==> src/rtl/dmx_pkg.sv <==
// Shared constants and parser state encoding for the DMX slot loader.
package dmx_pkg;

    localparam int unsigned NUM_SLOTS   = 512;
    localparam int unsigned SLOT_ADDR_W = 9;
    localparam logic [7:0]  SYNC_BYTE   = 8'h7E;

    typedef enum logic [2:0] {
        S_HUNT,
        S_ADDR_HI,
        S_ADDR_LO,
        S_COUNT,
        S_DATA,
        S_CSUM
    } state_e;

endpackage

==> src/rtl/dmx_slot_ram.sv <==
// 512x8 slot RAM: one synchronous write port, one registered read port.
// Read and write of the same address in one cycle return the old value.
// No reset on the array or read register so it maps onto a single BRAM.
module dmx_slot_ram
    import dmx_pkg::*;
#(
    parameter int unsigned DEPTH = NUM_SLOTS,
    parameter int unsigned AW    = SLOT_ADDR_W
) (
    input  logic          clk,
    input  logic          we,
    input  logic [AW-1:0] wr_addr,
    input  logic [7:0]    wr_data,
    input  logic [AW-1:0] rd_addr,
    output logic [7:0]    rd_data
);

    logic [7:0] mem [DEPTH];

    // Write port and read-before-write registered read port.
    always_ff @(posedge clk) begin
        if (we) begin
            mem[wr_addr] <= wr_data;
        end
        rd_data <= mem[rd_addr];
    end

endmodule

==> src/rtl/dmx_slot_loader.sv <==
// Parses framed slot-update commands from the UART byte stream into the slot
// RAM and serves the packetizer's slot lookups. Slot 0 always reads as 0x00.
// Optional trailing XOR checksum byte: define DMX_LOADER_CHECKSUM_EN.
module dmx_slot_loader
    import dmx_pkg::*;
#(
    parameter int unsigned TIMEOUT_CYCLES = 12000
) (
    input  logic       CLK12,
    input  logic       reset,
    input  logic       rx_valid,
    input  logic [7:0] rx_byte,
    input  logic [9:0] rd_slot,
    output logic [7:0] rd_byte,
    output logic       cmd_ok,
    output logic       cmd_err,
    output logic       busy,
    output logic [7:0] err_count
);

    localparam int unsigned TMR_W = (TIMEOUT_CYCLES > 2) ? $clog2(TIMEOUT_CYCLES) : 1;
    localparam logic [TMR_W-1:0] TMR_LAST = TMR_W'(TIMEOUT_CYCLES - 1);

    state_e                 state_q, state_d;
    logic [SLOT_ADDR_W-1:0] addr_q, addr_d;
    logic [8:0]             remain_q, remain_d;   // 1..256 data bytes left
    logic [TMR_W-1:0]       timer_q, timer_d;
    logic                   ok_q, ok_d;
    logic                   err_q, err_d;
    logic [7:0]             err_cnt_q, err_cnt_d;
    logic                   zero_q;               // force read data to 0x00
    logic                   ram_we;
    logic [7:0]             ram_rd_data;
`ifdef DMX_LOADER_CHECKSUM_EN
    logic [7:0]             csum_q, csum_d;
`endif

    dmx_slot_ram #(
        .DEPTH (NUM_SLOTS),
        .AW    (SLOT_ADDR_W)
    ) u_ram (
        .clk     (CLK12),
        .we      (ram_we),
        .wr_addr (addr_q),
        .wr_data (rx_byte),
        .rd_addr (rd_slot[SLOT_ADDR_W-1:0]),
        .rd_data (ram_rd_data)
    );

    // Next-state logic: command parser, inter-byte timeout and error counter.
    always_comb begin
        state_d   = state_q;
        addr_d    = addr_q;
        remain_d  = remain_q;
        timer_d   = timer_q;
        ok_d      = 1'b0;
        err_d     = 1'b0;
        err_cnt_d = err_cnt_q;
        ram_we    = 1'b0;
`ifdef DMX_LOADER_CHECKSUM_EN
        csum_d    = csum_q;
`endif

        // A received byte always restarts the idle timer, even on the last count.
        if (state_q == S_HUNT || rx_valid) begin
            timer_d = '0;
        end else if (timer_q == TMR_LAST) begin
            timer_d = '0;
            state_d = S_HUNT;
            err_d   = 1'b1;
        end else begin
            timer_d = timer_q + 1'b1;
        end

        if (rx_valid) begin
            unique case (state_q)
                S_HUNT: begin
                    if (rx_byte == SYNC_BYTE) begin
                        state_d = S_ADDR_HI;
                    end
                end
                S_ADDR_HI: begin
                    addr_d[8] = rx_byte[0];
                    state_d   = S_ADDR_LO;
                end
                S_ADDR_LO: begin
                    addr_d[7:0] = rx_byte;
                    state_d     = S_COUNT;
                end
                S_COUNT: begin
                    remain_d = (rx_byte == 8'd0) ? 9'd256 : {1'b0, rx_byte};
                    state_d  = S_DATA;
                end
                S_DATA: begin
                    // Slot 0 is the start code: drop the write, keep walking.
                    ram_we   = !reset && (addr_q != '0);
                    addr_d   = addr_q + 1'b1;
                    remain_d = remain_q - 9'd1;
                    if (remain_q == 9'd1) begin
`ifdef DMX_LOADER_CHECKSUM_EN
                        state_d = S_CSUM;
`else
                        state_d = S_HUNT;
                        ok_d    = 1'b1;
`endif
                    end
                end
`ifdef DMX_LOADER_CHECKSUM_EN
                S_CSUM: begin
                    state_d = S_HUNT;
                    if (rx_byte == csum_q) begin
                        ok_d = 1'b1;
                    end else begin
                        err_d = 1'b1;
                    end
                end
`endif
                default: state_d = S_HUNT;
            endcase

`ifdef DMX_LOADER_CHECKSUM_EN
            if (state_q == S_HUNT) begin
                csum_d = '0;
            end else if (state_q != S_CSUM) begin
                csum_d = csum_q ^ rx_byte;
            end
`endif
        end

        if (err_d && err_cnt_q != 8'hFF) begin
            err_cnt_d = err_cnt_q + 8'd1;
        end
    end

    // State registers; reset abandons any command silently.
    always_ff @(posedge CLK12) begin
        if (reset) begin
            state_q   <= S_HUNT;
            addr_q    <= '0;
            remain_q  <= '0;
            timer_q   <= '0;
            ok_q      <= 1'b0;
            err_q     <= 1'b0;
            err_cnt_q <= '0;
            zero_q    <= 1'b1;
`ifdef DMX_LOADER_CHECKSUM_EN
            csum_q    <= '0;
`endif
        end else begin
            state_q   <= state_d;
            addr_q    <= addr_d;
            remain_q  <= remain_d;
            timer_q   <= timer_d;
            ok_q      <= ok_d;
            err_q     <= err_d;
            err_cnt_q <= err_cnt_d;
            zero_q    <= (rd_slot[SLOT_ADDR_W-1:0] == '0) || (32'(rd_slot) >= NUM_SLOTS);
`ifdef DMX_LOADER_CHECKSUM_EN
            csum_q    <= csum_d;
`endif
        end
    end

    assign rd_byte   = zero_q ? 8'h00 : ram_rd_data;
    assign cmd_ok    = ok_q;
    assign cmd_err   = err_q;
    assign busy      = (state_q != S_HUNT);
    assign err_count = err_cnt_q;

endmodule

==> config.mk <==
export PLATFORM = sky130hd
export DESIGN_NAME = dmx_slot_loader
export DESIGN_NICKNAME = d
export VERILOG_FILES = /design/src/rtl/dmx_pkg.sv /design/src/rtl/dmx_slot_ram.sv /design/src/rtl/dmx_slot_loader.sv
export SDC_FILE = /design/constraint.sdc
export NUM_CORES = 2
export LEC_CHECK = 0
export CAP_MARGIN = 10
export CORE_AREA = 2 2 492 494
export DETAILED_ROUTE_END_ITERATION = 6
export DIE_AREA = 0 0 494 496
export PLACE_DENSITY_LB_ADDON = 0.08
export SYNTH_ARGS = -nofsm -noshare
export SYNTH_HDL_FRONTEND = slang
export SYNTH_HIERARCHICAL = 1
export SYNTH_SLANG_ARGS = --single-unit
==> constraint.sdc <==
create_clock -name CLK12 -period 8.7 [get_ports CLK12]
set_input_delay 2.175 -clock CLK12 [delete_from_list [all_inputs] [get_ports CLK12]]
set_output_delay 2.175 -clock CLK12 [all_outputs]
set_load 0.005 [all_outputs]
Yosys cells after proc, flatten, opt, wreduce, memory -nomap -nowiden
Memory sizes are Yosys's and may differ from the RTL's. A register that Yosys moved wholly into a read port is not among the register bits.
Index checks and enable logic that the tools add are counted.
W data, S select, Z words.
{"block": "totals", "ram_bits": 4096, "ff_bits": 46, "mem_bits_ro": 0, "elab_cells": 61, "memories": 1, "latchBits": 0, "output_inout_bits": 19}
{"block": "op_classes", "mux": 18, "shift": 0, "n_eq_ne": 8, "bitwise": 2, "add_sub_neg": 4, "mul": 0, "div_mod_pow": 0, "magnitude_cmp": 1, "reduce_logical": 18}
{"name": "u_ram.mem", "depth": 512, "word_bits": 8, "rd": 1, "rd_ports_with_merged_regs": 1, "write_ports": 1, "line": "dmx_slot_ram.sv:18", "text": "logic [7:0] mem [DEPTH];"}
{"cell": "$pmux W9 S2", "n": 1}
{"cell": "$pmux W8 S2", "n": 1}
{"cell": "$mux W3", "n": 5}
{"cell": "$pmux W3 S5", "n": 1}
{"cell": "$add A14 B1 Y14 const B", "n": 1}
{"cell": "$eq A14 B14 Y1 const B", "n": 1}
{"cell": "$ge A10 B10 Y1 const B", "n": 1}
{"cell": "$add A9 B1 Y9 const B", "n": 1}
{"cell": "$eq A9 B1 Y1 const B", "n": 1}
{"cell": "$logic_not A9 Y1", "n": 1}
{"cell": "$mux W9", "n": 1}
{"cell": "$reduce_bool A9 Y1", "n": 1}
{"cell": "$sub A9 B1 Y9 const B", "n": 1}
{"cell": "$add A8 B1 Y8 const B", "n": 1}
{"cell": "$eq A8 B7 Y1 const B", "n": 1}
{"cell": "$logic_not A8 Y1", "n": 1}
{"cell": "$mux W8", "n": 1}
{"cell": "$ne A8 B8 Y1 const B", "n": 1}
{"cell": "$mux W1", "n": 7}
{"cell": "$eq A3 B2 Y1 const B", "n": 2}
{"cell": "$reduce_and A2 Y1", "n": 3}
{"cell": "$reduce_bool A2 Y1", "n": 3}
{"cell": "$reduce_or A3 Y1", "n": 2}
{"cell": "$eq A3 B1 Y1 const B", "n": 1}
{"cell": "8 further kinds", "n": 11}

Logic depth before layout (Yosys ltp)
{"block": "logic_depth", "ltp_word": 6, "depth_mapped": 12}

Modules after synthesis
The synthesis kept the hierarchy.
{"module": "dmx_slot_ram", "area_per_inst_um2": 159927.1, "seq_area_each_um2": 123158.1, "instances": 1, "cells_per_inst": 8030}
{"module": "dmx_slot_loader", "area_per_inst_um2": 2571.2, "seq_area_each_um2": 920.9, "instances": 1, "cells_per_inst": 317}

Least setup slack after synthesis
Ideal clock, no wire load.
{"block": "synth_timing", "path_type": "input port to flip-flop", "startpoint": "in rx_valid", "endpoint": "mem u_ram.mem[131][0], enable pin", "required_ns": 8.330, "slack_ns": 4.422, "cell_stages": 7, "t_arrival_ns": 3.908, "setup_time_ns": 0.370, "path_cell_list": "clkbuf_1 > nand3_1 > a21oi_1 > nor3b_1 > nand3_1 > clkbuf_1 > nor2_1"}
{"block": "synth_between", "elab_chain_len": 3}
{"element": "from (decl)", "line": "dmx_slot_loader.sv:11", "text": "input logic rx_valid,"}
{"element": "$mux W1", "line": "dmx_slot_loader.sv:75", "text": "if (rx_valid) begin"}
{"element": "named net ram_we", "line": "dmx_slot_loader.sv:32", "text": "logic ram_we;"}
{"element": "$mux W1", "line": "dmx_slot_ram.sv:22", "text": "if (we) begin"}
{"element": "$mux W1 (not written as such)", "line": "dmx_slot_ram.sv:23", "text": "mem[wr_addr] <= wr_data;"}
{"element": "to (decl)", "line": "dmx_slot_ram.sv:18"}
The timed path passes the listed nets, and every way through them passes these cells.

==> key figures <==
Yosys
  • Cell types occupying the most area after synthesis: sky130_fd_sc_hd__edfxtp_1 76%, sky130_fd_sc_hd__mux4_2 9.1%, sky130_fd_sc_hd__mux2i_1 4.9%, sky130_fd_sc_hd__o221ai_1 2.0%, sky130_fd_sc_hd__nor2_1 1.4%
  • Proportion of synthesized flip-flops having asynchronous set or reset: 0
  • Sequential cell area fraction in the yosys report: 0.764
  • Number of register bits inferred by synthesis: 4150
  • Mapped Area: 0.162 mm2
  • Post-Syn Instances: 8347
  • Portion of synthesized cell area occupied by the leading cell type: 0.757
  • Number of synthesized flops with an enable pin: 4096
  • Mean area per synthesized cell: 19.5 um2
  • Main flop type after synthesis: sky130_fd_sc_hd__edfxtp_1
  • Synthesized netlist net count: 8374
  • Synthesis warning total: 6
  • Post-synthesis cell type with the largest combined area: sky130_fd_sc_hd__edfxtp_1
  • Number of distinct library cells after synthesis: 74

Worst hold path
  • Type of the worst min-delay path: register to register

Finish
  • Final std cells w/o fill: 12000
  • Synthesis-to-finish area growth: 10.2%
  • Final standard cell area without fillers: 0.179 mm2
  • Fill count: 13300
  • Net count of the finished layout: 8466
  • Ratio of cells with drive above 1 in the final layout: 0.167
  • Leading cell types in the layout, fill and taps excluded: 4096 x sky130_fd_sc_hd__edfxtp_1, 797 x sky130_fd_sc_hd__mux2i_1, 654 x sky130_fd_sc_hd__mux4_2, 623 x sky130_fd_sc_hd__nor2_1, 418 x sky130_fd_sc_hd__clkbuf_16
  • Commonest non-fill, non-tap cell in the layout: sky130_fd_sc_hd__edfxtp_1

Worst setup path
  • CP most frequent cell: sky130_fd_sc_hd__nor4_1
  • Crit Path Class: input pin to register
  • CP max FO: 56
  • Family with the most delay on the worst path: simple AND/OR/NAND/NOR gates
  • Crit path capture type: register
  • Library cell contributing the largest single delay on the critical path: sky130_fd_sc_hd__nor4_1
  • Critical path data required time: 9650 ps
  • Cell chain of the critical path: buf_6 > or2_4 > buf_12 > buf_4 > o221ai_1 > a21oi_1 > nor4_1 > nand4_1 > nor4_1 > o2111a_1
  • Startpoint types: input pin
  • Data arrival time of the critical path: 7670 ps
  • Delay contributed by the slowest stage of the critical path: 1160 ps
  • Buffer and inverter count on the worst path: 3

Placed design
  • Last weighted congestion value of the routability-driven placer: 0.965
  • Detailed-placement wirelength estimate: 248000 um
  • Setup slack after placement: 1280 ps
  • Number of buffers inserted by port buffering: 39
  • Cell Count Post-Placement: 11200
  • Cell area after placement: 0.166 mm2

Clocking
  • Number of buffers inserted by hold repair at cts: 0
  • Number of buffers created by CTS: 410
  • Count of cells resized by post-cts repair: 0
  • Register clock-pin slew on the reported worst setup and hold paths: 60 ps
  • Number of clock sinks seen by CTS: 4150
  • TritonCTS clock tree: done
  • Maximum clock insertion buffer count: 4
  • Root buf cell: sky130_fd_sc_hd__clkbuf_16
  • CTS H-tree lvls: 5
  • Clock latency at the later pin of the worst-skew pair: 1010 ps
  • Post-CTS setup buffer count: 0

Global route
  • GRT Overall Usage: 0.342
  • Via count of the first global-routing pass: 83500
  • Antenna violations before repair: 19
  • Largest net degree at the start of global routing: 207
  • First-pass GRT wire length: 596000 um
  • Total gr overflow: 0

Route
  • Count of antenna-violating nets left after detailed routing: 0
  • First DRT Iteration DRCs: 13900
  • Remaining design rule violation count: 2
  • Final Routed Wirelength: 418000 um
  • WL/cell: 35.0 um
  • Number of detailed-routing iterations run before antenna repair: 7
  • Ratio of routed vias to standard cells: 7.26
  • Via count: 86800

STA
  • Count of pins over their slew limit: 0
  • Min setup slack post-route: 1990 ps
  • Sum of negative setup slack: 0 ps
  • Worst slew pin tran: 1420 ps
  • Worst setup skew after layout: 48.4 ps
  • Final cycle utilization of the critical path: 0.772
  • Slew headroom: 0.0503
  • Number of setup violations in the final report: 0
  • Final period demand of the worst path: 6710 ps
  • Number of hold violations in the final report: 0
  • Maximum clock rate: 149 MHz
  • Setup repair after global routing missed its margin: no

Power
  • Leakage power: 56.6 nW
  • Total power consumption of the routed design: 0.0412 W
  • Power density cells: 230 mW/mm2
  • Clock share of power: 0.420
  • Flop pwr share: 0.534
  • Sw Pwr: 0.00862 W
  • Internal Power: 0.0326 W
  • Logic pwr share: 0.046
  • Switching part of the total power: 0.209
  • Maximum vdd drop: 0.283 mV

Die
  • Total Die Area: 0.245 mm2
  • Initial core utilization: 0.678
  • # IOs: 40
  • # rows: 180
  • Width of the die: 494 um
  • Core region area: 0.240 mm2
  • Die H: 496 um

Run
  • Max capacitance violation total: 0

Status
  • Failing checks: design-rule violations
  • Status: finished, violations left
## cell type report
type,count,area (um2),share of cell area
Clock buffer,508,10900,0.0607
Sequential cell,4150,124000,0.693
Inverter,11,48.8,0.000273
Timing Repair Buffer,210,2240,0.0125
Antenna cell,7,17.5,0.0000978
Multi-Input combinational cell,3656,35600,0.199
Tap cell,3185,3990,0.0223
Clock inverter,228,2200,0.0123
## Yosys cell counts (11+ instances only)
cell type                  number
sky130_fd_sc_hd__buf_1         41
sky130_fd_sc_hd__nor2_1       623
sky130_fd_sc_hd__o221ai_1     371
sky130_fd_sc_hd__edfxtp_1    4096
sky130_fd_sc_hd__a21oi_1      218
sky130_fd_sc_hd__nand3_1       48
sky130_fd_sc_hd__buf_4         71
sky130_fd_sc_hd__buf_8         11
sky130_fd_sc_hd__nor2b_1       14
sky130_fd_sc_hd__nor4_1        46
sky130_fd_sc_hd__nor3_1       119
sky130_fd_sc_hd__o31ai_1       18
sky130_fd_sc_hd__clkbuf_1     274
sky130_fd_sc_hd__a211oi_1      19
sky130_fd_sc_hd__nand2_1      132
sky130_fd_sc_hd__a22oi_1       61
sky130_fd_sc_hd__buf_2         63
sky130_fd_sc_hd__dfxtp_1       54
sky130_fd_sc_hd__and2_1        24
sky130_fd_sc_hd__nor3b_1       14
sky130_fd_sc_hd__o21ai_0      142
sky130_fd_sc_hd__mux4_2       654
sky130_fd_sc_hd__o22ai_1      164
sky130_fd_sc_hd__mux2i_1      797
sky130_fd_sc_hd__buf_6         65
sky130_fd_sc_hd__nand4_1       43
## metrics by stage
step                hold WS, ps  utilization
global placement            486        0.692
floorplan                   453            -
CTS                         508        0.747
global route                537        0.747
finish                      505        0.747
detailed placement          498        0.692
## worst reg2reg max path, delay by kind of cell (launching register included)
family | cells | cell delay (ps)
simple gates | 6 | 3350
buf+inv | 1 | 650
flops | 1 | 500
compound gates | 1 | 340
## flip-flops by register name, indices dropped and copies added, names as in the netlist
register	count
cmd_ok	1
err_count	8
zero_q	1
u_ram/rd_data	8
timer_q	14
cmd_err	1
state_q	3
remain_q	9
u_ram/mem	4096
addr_q	9
## routing by layer
metal,vias to the layer above,part of all wire,global-route usage,wire [um]
met1,44700,0.37,0.499,154000
met4,14,0.046,0.136,19300
met5,-,0.00019,0,80
met2,6255,0.46,0.511,192000
met3,997,0.12,0.0802,52200
li1,34800,-,-,-
## worst paths after layout
check,start,endpoint,slack (ps),cells past startpoint
worst max-delay path,rd_slot[2],u_ram/rd_data[7]$_DFF_P_,1990,10
worst min-delay path,remain_q[1]$_SDFFE_PP0P_,remain_q[1]$_SDFFE_PP0P_,500,2
worst max register to register,state_q[2]$_SDFF_PP0_,u_ram/mem[331][2]$_DFFE_PP_,3500,8
worst min register to register,remain_q[1]$_SDFFE_PP0P_,remain_q[1]$_SDFFE_PP0P_,500,2
## kinds of logic after synthesis
kind of cell               share of synthesized area
AOI/OAI and AO/OA                             0.0457
buffers and inverters                         0.0189
xor gates and xnor gates                    0.000755
and+or+nand+nor                               0.0309
adders and majority gates                   0.000462
muxes                                          0.140
DFF                                            0.764
## power by group through the flow
| stage | Combinational [W] | Sequential, W | Clock [W] |
|---|---|---|---|
| 6_report | 0.00189 | 0.0220 | 0.0173 |
| 3_5_place_dp | 0.00185 | 0.0224 | 0 |
| 2_1_floorplan | 0.00101 | 0.0224 | 0 |
| 4_1_cts | 0.00186 | 0.0220 | 0.0174 |
| 5_1_grt | 0.00195 | 0.0220 | 0.0182 |
| 3_3_place_gp | 0.00182 | 0.0224 | 0 |
(Power assumes the default switching activity.)
